===== src/rtl/li_rr_merge.sv =====
// li_rr_merge: round-robin merge of N li_link producers onto one channel.
// Registered grant and 2-entry buffer keep every upstream stop Moore.
module li_rr_merge #(
    parameter int WIDTH = 6,
    parameter int N = 4,
    parameter int SW = $clog2(N)
) (
    input  logic               clk,
    input  logic               reset,
    input  logic [N*WIDTH-1:0] in_data,
    input  logic [N-1:0]       in_valid,
    output logic [N-1:0]       in_stop,
    output logic [WIDTH-1:0]   out_data,
    output logic [SW-1:0]      out_src,
    output logic               out_valid,
    input  logic               out_stop,
    output logic [SW-1:0]      grant
);
    logic [SW-1:0]    g, g_next, idx;
    logic [1:0]       count;
    logic [WIDTH-1:0] head_data, tail_data, sel_data;
    logic [SW-1:0]    head_src, tail_src;
    logic             full, push, pop, found;

    assign full     = count == 2'd2;
    assign push     = in_valid[g] & ~full;
    assign pop      = (count != 2'd0) & ~out_stop;
    assign sel_data = in_data[int'(g)*WIDTH +: WIDTH];

    // Search g+1 .. g with wraparound; g itself is checked last.
    always_comb begin
        g_next = g;
        idx = g;
        found = 1'b0;
        for (int k = 1; k <= N; k++) begin
            idx = SW'((int'(g) + k) % N);
            if (!found && in_valid[idx]) begin
                g_next = idx;
                found = 1'b1;
            end
        end
        if (in_valid[g] && full) g_next = g;
    end

    always_ff @(posedge clk or posedge reset) begin
        if (reset) begin
            g <= '0;
            count <= 2'd0;
            head_data <= '0;
            head_src <= '0;
            tail_data <= '0;
            tail_src <= '0;
        end else begin
            g <= g_next;
            count <= count + 2'(push) - 2'(pop);
            if (push && (count == 2'd0 || pop)) begin
                head_data <= sel_data;
                head_src <= g;
            end else if (pop && full) begin
                head_data <= tail_data;
                head_src <= tail_src;
            end
            if (push && count == 2'd1 && !pop) begin
                tail_data <= sel_data;
                tail_src <= g;
            end
        end
    end

    for (genvar i = 0; i < N; i++) begin : g_stop
        assign in_stop[i] = (g != SW'(i)) || full;
    end

    assign out_valid = count != 2'd0;
    assign out_data  = head_data;
    assign out_src   = head_src;
    assign grant     = g;
endmodule


===== config.mk =====
export PLATFORM = sky130hd
export DESIGN_NAME = li_rr_merge
export DESIGN_NICKNAME = d
export VERILOG_FILES = /design/src/rtl/li_rr_merge.sv
export SDC_FILE = /design/constraint.sdc
export NUM_CORES = 1
export LEC_CHECK = 0
export CAP_MARGIN = 20
export CORE_ASPECT_RATIO = 0.7
export CORE_MARGIN = 4
export CORE_UTILIZATION = 42
export CTS_BUF_LIST = sky130_fd_sc_hd__clkbuf_8
export DETAILED_ROUTE_END_ITERATION = 6
export PLACE_DENSITY_LB_ADDON = 0.3
export REMOVE_ABC_BUFFERS = 1
export SYNTH_ARGS = -nofsm -noshare
export SYNTH_HDL_FRONTEND = slang
export SYNTH_SLANG_ARGS = --single-unit

===== constraint.sdc =====
create_clock -name clk -period 2.53 [get_ports clk]
set_input_delay 0.3795 -clock clk [delete_from_list [all_inputs] [get_ports clk]]
set_output_delay 0.3795 -clock clk [all_outputs]
set_load 0.01 [all_outputs]

==> metrics.txt <==
commonest cells after routing, fill and taps aside sky130_fd_sc_hd__clkdlybuf4s50_1, sky130_fd_sc_hd__dfrtp_1, sky130_fd_sc_hd__mux4_2; power density relative to cell area 1260 mW/mm²; number of port buffers 45; TritonCTS clock tree yes; Tot GR Track Use 0.165; Routed WL per cell 17.4 µm; beginning of the worst register-to-register path grant[1]$_DFFE_PP0P_; placer's final routability congestion estimate 0.788; H-tree levels 1; clk root buf sky130_fd_sc_hd__clkbuf_8; CP delay by family, top multiplexers; leading cell type in the layout, fill and taps excluded sky130_fd_sc_hd__clkdlybuf4s50_1; Setup Fix Bufs, Post-CTS 0; Register-to-Register Setup Slack approximately 320 ps; Crit path buffers/inverters 1; fin util 0.636; RSZ-0062 raised after global routing no; Post-CTS Resized 0; Die Outline Area 0.00408 mm²; height of the chip 54.7 µm; hold path cells 1; fin nets 190; Worst Hold Margin 482 ps; peak supply drop 0.000524 V; width of the chip 74.7 µm; highest attainable clock frequency 454 MHz; share of layout cells above drive strength 1 0.184; share of synthesized area occupied by flip-flops and latches 0.383; post-detailed-placement half-perimeter wirelength 2.52 mm; routed vias/inst 5.59; busiest layer in global routing met2; destination of the worst hold path out_data[5]$_DFFE_PP0P_; slew at the pin closest to its max-slew limit 743 ps; I/O pin count 46; ratio of final minimum period to clock period 0.872; clock period minus final worst setup slack 2210 ps; pre-CTS setup slack 136 ps; detailed router's first-iteration violation count 33; cell-by-cell trace of the critical path inv_1 -> ha_1 -> mux4_2 -> or3_1 -> a21oi_1 -> a31oi_1; Detailed Routing Iterations Pass 1 4; total of warnings raised by yosys 0; # hold bufs at CTS 0; area grow syn2layout 40.3%; Core Footprint around 0.0029 mm²; total number of placement rows 16; clock sinks 20; overall power 2.31 mW; later-pin clock latency in the skew report 250 ps; Worst Path Max Fanout 7; Worst-path clk slew 80 ps; area post-placement 0.00178 mm²; average size of a mapped cell approximately 12 µm²; Max Slew Vio Count 0; endpoint of the worst register-to-register path grant[1]$_DFFE_PP0P_; crit path capture type flop; flip-flop and latch count after synthesis 20; category of the most critical setup path reg2reg; library cell contributing the largest single delay on the critical path sky130_fd_sc_hd__mux4_2; post-synthesis instance total between 100 and 150; global-route met2 utilization 0.292; worst hold-check path type reg2reg; buffers from clock root to sink, at most 2; residual DRC count 0; wire length of the first global-routing pass 5.12 mm; number of CTS-inserted buffers 3; total detailed-routing wirelength 3.26 mm; slowest stage delay, CP 570 ps; worst rel slew slack 0.504; Unique masters post-synth 35; max-capacitance violation count 0; Worst Clk Skew 5.51 ps; final critical-path setup slack 325 ps; Critical Path RT 2670 ps; count of final hold-check violations 0; via count 1051; reported leakage power ~0.79 nW; netlist area before placement 0.00131 mm²; r2r worst-path depth 6; met1 track demand over resource 0.208; number of global-route vias before repair 1160; GR Util met3 0.0495; data arrival time of the worst path 2340 ps; maximum number of pins on one net before global-route repair 21; final non-filler cell area 0.00183 mm²; category of the worst setup path launch point flop; hold path startpoint out_data[5]$_DFFE_PP0P_; Final Setup Violations 0; outcome finished, final reports clean; count of inserted antenna diode cells 0; antenna-violating nets left 0; Starting Density 0.453; leftover overflow at the end of global routing 0; number of antenna violations at the first check in global routing 0
-- cell usage after synthesis (all sizes together) --
cell | n | share of area
a21o | 7 | 0.040
nand2 | 9 | 0.034
mux2i | 3 | 0.023
or2 | 1 | 0.0048
nor3b | 1 | 0.0057
nor4 | 1 | 0.0048
dfrtp | 20 | 0.38
buf | 3 | 0.021
mux4 | 10 | 0.17
o32ai | 1 | 0.0067
a31oi | 1 | 0.0048
or2b | 1 | 0.0057
o21a | 1 | 0.0057
ha | 6 | 0.057
inv | 5 | 0.014
or3 | 1 | 0.0048
clkbuf | 2 | 0.0086
nand2b | 1 | 0.0048
nor2b | 2 | 0.0096
nor2 | 5 | 0.022
a22o | 7 | 0.047
mux2 | 6 | 0.052
xnor2 | 3 | 0.020
o21ai | 4 | 0.015
a21oi | 3 | 0.020
a211oi | 1 | 0.0057
a221oi | 1 | 0.0067
-- sequential cells by signal, indices dropped and copies added, names as in the netlist --
name,count
count,2
grant,2
out_data,6
out_src,2
tail_data,6
tail_src,2
-- per-stage QoR --
| step | std cells | setup TNS, ps |
|---|---|---|
| after floorplan | 101 | -168 |
| after global placement | 184 | 0 |
| after detailed placement | 184 | 0 |
| after CTS | 188 | 0 |
| after global routing | 188 | 0 |
| final | 188 | 0 |
-- final cells by class --
| class | count | area [µm²] |
|---|---|---|
| clock buffer | 4 | 55.1 |
| multi-input combinational | 76 | 748 |
| tap | 36 | 45.0 |
| fill | 240 | 1050 |
| sequential | 20 | 500 |
| timing repair buffer | 47 | 465 |
| inverter | 5 | 18.8 |
-- layer usage --
| layer | vias up | wire, µm |
|---|---|---|
| met5 | - | 0 |
| met4 | 0 | 11 |
| met3 | 2 | 232 |
| met2 | 42 | 1580 |
| met1 | 519 | 1440 |
| li1 | 488 | - |
-- worst max path at each step --
stage                     slack, ps              endpoint            startpoint  cells after the start
after floorplan                -170  grant[1]$_DFFE_PP0P_  grant[0]$_DFFE_PP0P_                      6
after detailed placement        140    count[1]$_DFF_PP0_           in_valid[3]                      8
after global placement          240    count[1]$_DFF_PP0_           in_valid[3]                      8
final                           320  grant[1]$_DFFE_PP0P_  grant[1]$_DFFE_PP0P_                      6
after CTS                       330  grant[1]$_DFFE_PP0P_  grant[1]$_DFFE_PP0P_                      6
after global routing            190  grant[1]$_DFFE_PP0P_  grant[1]$_DFFE_PP0P_                      6
-- logic make-up (layout without fill, tap and decap cells) --
group | count (synthesis) | count (layout) | synth area share
muxes | 19 | 19 | 0.247
AOI/OAI and AO/OA | 26 | 26 | 0.152
buffers and inverters | 10 | 56 | 0.0441
adders and majority gates | 6 | 6 | 0.0575
DFF | 20 | 20 | 0.383
xor gates and xnor gates | 3 | 3 | 0.0201
and+or+nand+nor | 22 | 22 | 0.0958
-- report_power, final --
group	internal [mW]	leakage, nW	total (mW)	switching, mW
Sequential	0.489	0.240	0.591	0.102
Clock	0.138	0.0288	0.240	0.102
Combinational	0.790	0.524	1.48	0.690
Total	1.42	0.793	2.31	0.894
Power figures use the tool's default switching activity.
